$ cat config.mk
export PLATFORM = sky130hd
export DESIGN_NAME = median_result_writer
export DESIGN_NICKNAME = d
export VERILOG_FILES = /design/src/rtl/median_result_writer.sv
export SDC_FILE = /design/constraint.sdc
export NUM_CORES = 1
export LEC_CHECK = 0
export CORE_ASPECT_RATIO = 2
export CORE_MARGIN = 1.5
export CORE_UTILIZATION = 35
export DETAILED_ROUTE_END_ITERATION = 10
export DONT_BUFFER_PORTS = 1
export SLEW_MARGIN = 20
export SYNTH_ARGS = -nofsm -noshare
export SYNTH_HDL_FRONTEND = slang
export SYNTH_SLANG_ARGS = --single-unit
$ cat constraint.sdc
create_clock -name clk -period 2.27 [get_ports clk]
set_input_delay 0.227 -clock clk [delete_from_list [all_inputs] [get_ports clk]]
set_output_delay 0.227 -clock clk [all_outputs]
set_load 0.1 [all_outputs]
$ cat src/rtl/median_result_writer.sv
// Result-frame writer: buffers filtered pixels in a small FIFO and writes them to RAM port A
// whenever the port is granted, counting one frame and pulsing frame_done once it is committed.
module median_result_writer #(
  parameter int LENGTH     = 480,
  parameter int WIDTH      = 640,
  parameter int FIFO_DEPTH = 4
) (
  input  logic        clk,
  input  logic        rst,
  input  logic        start,
  input  logic        pix_valid,
  input  logic [7:0]  pix_data,
  input  logic [18:0] pix_addr,
  output logic        pix_ready,
  input  logic        wr_grant,
  output logic        ram_wren,
  output logic [18:0] ram_addr,
  output logic [7:0]  ram_data,
  output logic        busy,
  output logic        frame_done,
  output logic [18:0] pix_count,
  output logic        addr_err
);

  localparam int               FRAME_PIXELS = LENGTH * WIDTH;
  localparam logic [18:0]      FRAME_PIX    = 19'(FRAME_PIXELS);
  localparam int               PTR_W        = $clog2(FIFO_DEPTH);
  localparam int               OCC_W        = PTR_W + 1;
  localparam logic [OCC_W-1:0] FULL_OCC     = OCC_W'(FIFO_DEPTH);

  typedef enum logic [1:0] {IDLE, ACTIVE, DRAIN, DONE} state_t;

  state_t             state_q, state_d;
  logic [18:0]        cnt_q, cnt_d;
  logic               err_q, err_d;
  logic [PTR_W-1:0]   wptr_q, rptr_q;
  logic [OCC_W-1:0]   occ_q;
  logic [26:0]        mem_q [FIFO_DEPTH];
  logic               ram_wren_q;
  logic [18:0]        ram_addr_q;
  logic [7:0]         ram_data_q;

  logic hs, addr_ok, push, pop, fifo_full;

  function automatic logic [18:0] sat_inc(input logic [18:0] v);
    return (v >= FRAME_PIX) ? FRAME_PIX : v + 19'd1;
  endfunction

  assign fifo_full = (occ_q == FULL_OCC);
  assign pix_ready = (state_q == ACTIVE) && !fifo_full;
  assign hs        = pix_valid && pix_ready;
  assign addr_ok   = (pix_addr < FRAME_PIX);
  // Out-of-range addresses are counted toward the frame but never reach the RAM.
  assign push      = hs && addr_ok;
  assign pop       = (occ_q != '0) && wr_grant;

  always_comb begin
    state_d = state_q;
    cnt_d   = cnt_q;
    err_d   = err_q;
    case (state_q)
      IDLE: begin
        if (start) begin
          state_d = ACTIVE;
          cnt_d   = '0;
          err_d   = 1'b0;
        end
      end
      ACTIVE: begin
        if (hs) begin
          cnt_d = sat_inc(cnt_q);
          if (!addr_ok) err_d = 1'b1;
          if (cnt_q == FRAME_PIX - 19'd1) state_d = DRAIN;
        end
      end
      DRAIN: begin
        if (occ_q == '0 && !ram_wren_q) state_d = DONE;
      end
      DONE:    state_d = IDLE;
      default: state_d = IDLE;
    endcase
  end

  always_ff @(posedge clk) begin
    if (rst) begin
      state_q <= IDLE;
      cnt_q   <= '0;
      err_q   <= 1'b0;
    end else begin
      state_q <= state_d;
      cnt_q   <= cnt_d;
      err_q   <= err_d;
    end
  end

  always_ff @(posedge clk) begin
    if (rst) begin
      wptr_q <= '0;
      rptr_q <= '0;
      occ_q  <= '0;
    end else begin
      if (push) wptr_q <= wptr_q + PTR_W'(1);
      if (pop)  rptr_q <= rptr_q + PTR_W'(1);
      case ({push, pop})
        2'b10:   occ_q <= occ_q + OCC_W'(1);
        2'b01:   occ_q <= occ_q - OCC_W'(1);
        default: occ_q <= occ_q;
      endcase
    end
  end

  always_ff @(posedge clk) begin
    if (push) mem_q[wptr_q] <= {pix_addr, pix_data};
  end

  // RAM strobe is registered; address/data hold between writes.
  always_ff @(posedge clk) begin
    if (rst) begin
      ram_wren_q <= 1'b0;
      ram_addr_q <= '0;
      ram_data_q <= '0;
    end else begin
      ram_wren_q <= pop;
      if (pop) {ram_addr_q, ram_data_q} <= mem_q[rptr_q];
    end
  end

  assign ram_wren   = ram_wren_q;
  assign ram_addr   = ram_addr_q;
  assign ram_data   = ram_data_q;
  assign busy       = (state_q == ACTIVE) || (state_q == DRAIN);
  assign frame_done = (state_q == DONE);
  assign pix_count  = cnt_q;
  assign addr_err   = err_q;

endmodule

==> implementation parameters <==
Parameter                              Value

Status
  Outcome    complete, no violations

Floorplanning
  Effective utilization at floorplan    35.9%
  I/O pin total    between 80 and 90
  Width of the chip    101 um
  Die area    20200 um^2
  Num rows    between 70 and 80
  Die H    200 um
  Floorplan Core Area    18800 um^2

Yosys
  FF+latch count, synth    165
  Share of synthesized flip-flops with an asynchronous set or reset    0%
  Number of warnings printed during yosys synthesis    0
  Sequential share of the synthesized area    between 60 and 70%
  Top cell type by total area after synthesis    sky130_fd_sc_hd__edfxtp_1
  Mapped Nets    543
  Ranking of synthesized cells by area    sky130_fd_sc_hd__edfxtp_1 48%, sky130_fd_sc_hd__dfxtp_1 17%, sky130_fd_sc_hd__mux4_2 9.0%
  Top FF cell, synth    sky130_fd_sc_hd__edfxtp_1
  Post-synthesis instance area    between 6000 and 7000 um^2
  Gate Count Post-Synth    about 500
  Count of distinct cell types in the synthesized netlist    between 60 and 70
  Syn_area_per_cell    13.6 um^2
  Count of flip-flops with a built-in enable after synthesis    108
  Area share of the largest cell type after synthesis    a little under half

Clocking
  Number of buffers created by CTS    17
  TritonCTS clock tree    yes
  Clock latency on the worst-skew pair    0.42 ns
  CTS Root Cell    sky130_fd_sc_hd__clkbuf_16
  CTS H-tree lvls    4
  Post CTS Setup Buffer Count    0
  Clock buffer depth    2
  Number of clock sinks    165
  Clock edge transition at the registers on the reported setup and hold paths    0.06 ns

Critical path
  Kind of capture point of the worst setup path    register
  Crit path required time    2.54 ns
  Kind of start point of the critical path    register
  Maximum fanout count along the critical path    6
  CP max stage cell    sky130_fd_sc_hd__o311ai_0
  Highest cell delay on the worst timing path    0.51 ns
  Worst Path Arrival    2.47 ns
  Sequence of cells on the critical path    inv_1 > ha_1 > nor2b_1 > nor3_2 > nand2_1 > o311ai_0
  Worst Path Class, Setup    reg2reg

Power
  Clk network pwr share    33.6%
  Internal power contribution    a little under 6 mW
  Fraction of power spent switching nets    32.2%
  Sequential fraction of design power    40.1%
  Pwr/cell area    1020 nW/um^2
  Combinational Power Share    26.2%
  Max IR drop VDD    363 uV
  Net switching power    2.80 mW
  Total power consumption of the routed design    between 8 and 9 mW
  Leakage Power    approximately 2.9 nW

STA
  Finish-stage setup viols    0
  Relative slew slack    51.0%
  Fmax achieved    0.454 GHz
  Clock skew    just over 0.009 ns
  Slew @ Worst Pin    0.732 ns
  Max-slew violation count    0
  Final period demand of the worst path    ~2.2 ns
  Number of hold-slack violations in the final timing report    0
  Period Utilization, post-route    97.0%
  Final critical-path setup slack    0.0674 ns
  Hold slack    0.0309 ns
  Setup repair after global routing missed its margin    true

Layout
  Net count of the finished layout    637
  Area of all placed cells without fillers    8550 um^2
  Multi-input logic area    2240 um^2
  Final-layout fill cell count    1723
  Core utilization of the finished layout    45.4%
  Highest-count cells in the layout ignoring fill and taps    108 x sky130_fd_sc_hd__edfxtp_1, 72 x sky130_fd_sc_hd__nand2_1, 64 x sky130_fd_sc_hd__buf_4
  Ant diodes    0
  Share of post-route cells with drive strength above 1    27.9%
  Most common cell after layout, fill and taps aside    sky130_fd_sc_hd__edfxtp_1
  Synth-to-Final Area Change    26.3%
  Sequential standard cell area    4410 um^2

Hold path
  Worst min-delay path class    in2reg

Place
  Post-Place Worst Slack    -0.0172 ns
  Post-place instance area    7610 um^2
  Final weighted congestion in routability-driven placement    0.827
  Count of buffers inserted at the top-level ports    0
  DP Wirelength    10400 um

Detailed routing
  Routed length on met3    938 um
  Post-route DRC violation count    0
  Total Wirelength    16000 um
  Routed length on met1    5560 um
  Number of DRC markers in iteration 0    247
  Via-to-Cell Ratio    5.23
  Top sig layer    met4
  Routed wire per std cell    18.6 um
  DRT Pass-1 Iters    5
  Total via count after detailed routing    4500
  Post-DRT Antenna Nets    0
  Met2 routed WL    between 9000 and 10000 um

Global route
  Wire length of the first global-routing pass    25400 um
  Via count of the first global-routing pass    4756
  Combined global-route utilization of all metal layers    16.9%
  Remaining Overflow, GRT    0
  Largest net degree at the start of global routing    48
  Initial antenna violation count    0

Job
  Max-cap viol count    0
worst max-delay path: cells and delay by family (launching register included):
kind,cells,cell delay [ns]
flops,1,0.39
buf+inv,1,0.12
fa+ha+maj,1,0.23
compound gates,1,0.51
simple gates,3,0.81
cells in the mapped netlist, drive strengths merged, types with 4 or more instances:
cell	count
or4	5
nand3	17
mux4	27
ha	12
and2	5
dfxtp	57
buf	5
or3	4
inv	18
nand2	73
clkbuf	20
a21oi	37
nand4	9
nor2	17
nor3	11
nor4	7
o21ai	8
a31oi	8
edfxtp	108
flip-flops by register name (all words and copies together) (netlist names):
register / cells
ram_data: 8
wptr_q: 2
pix_count: 19
rptr_q: 2
state_q: 2
ram_wren: 1
occ_q: 3
ram_addr: 19
addr_err: 1
mem_q: 108
cell families after synthesis:
| family | after synthesis | synth area share [%] |
|---|---|---|
| fa+ha+maj | 13 | 2.51 |
| simple gates | 164 | 12.2 |
| xor+xnor | 4 | 0.518 |
| mux | 29 | 9.30 |
| buf+inv | 43 | 2.68 |
| flops | 165 | 64.8 |
| compound gates | 80 | 7.97 |
metrics by stage:
| step | cells | setup TNS, ns |
|---|---|---|
| after floorplan | 498 | 0 |
| after global placement | 798 | 0 |
| after detailed placement | 798 | -0.0172 |
| after CTS | 860 | 0 |
| after global routing | 860 | -0.0183 |
| final | 860 | 0 |
area by class of cell:
type | count | share of cell area (%)
flip-flops and latches | 165 | 51.6
multi-input cells | 290 | 26.2
clock inverters | 11 | 1.83
well taps | 255 | 3.73
repair buffers | 100 | 10.7
clock buffers | 21 | 5.15
inverters | 18 | 0.790
layer usage:
| metal | vias to the layer above | GRT usage (%) |
|---|---|---|
| li1 | 2086 | - |
| met5 | - | 0 |
| met3 | 36 | 4.79 |
| met4 | 0 | 7.46 |
| met1 | 2241 | 16.4 |
| met2 | 137 | 32.0 |
power groups by stage:
stage	clock network, mW	logic (mW)	registers [mW]
2_1_floorplan	0	1.14	4.11
3_3_place_gp	0	2.15	3.54
3_5_place_dp	0	2.19	3.56
4_1_cts	3.00	2.28	3.50
5_1_grt	3.12	2.43	3.52
6_report	2.93	2.29	3.50
repair_timing:
item / in CTS / in global routing
hold buffers: 30 / 0
hold endpoints to repair: 155 / 0
gates resized for setup: 3 / 5
setup endpoints to repair: 1 / 6
path summary, 6_finish.rpt:
kind           startpoint            end  slack [ns]  depth (start not counted)
max            state_q[0]  pix_count[16]        0.07                          6
max reg2reg    state_q[0]  pix_count[16]        0.07                          6
min                   rst     state_q[1]        0.03                          3
min reg2reg  ram_addr[11]   ram_addr[11]        0.46                          2
Note: power is estimated with default switching activity, not from simulation.
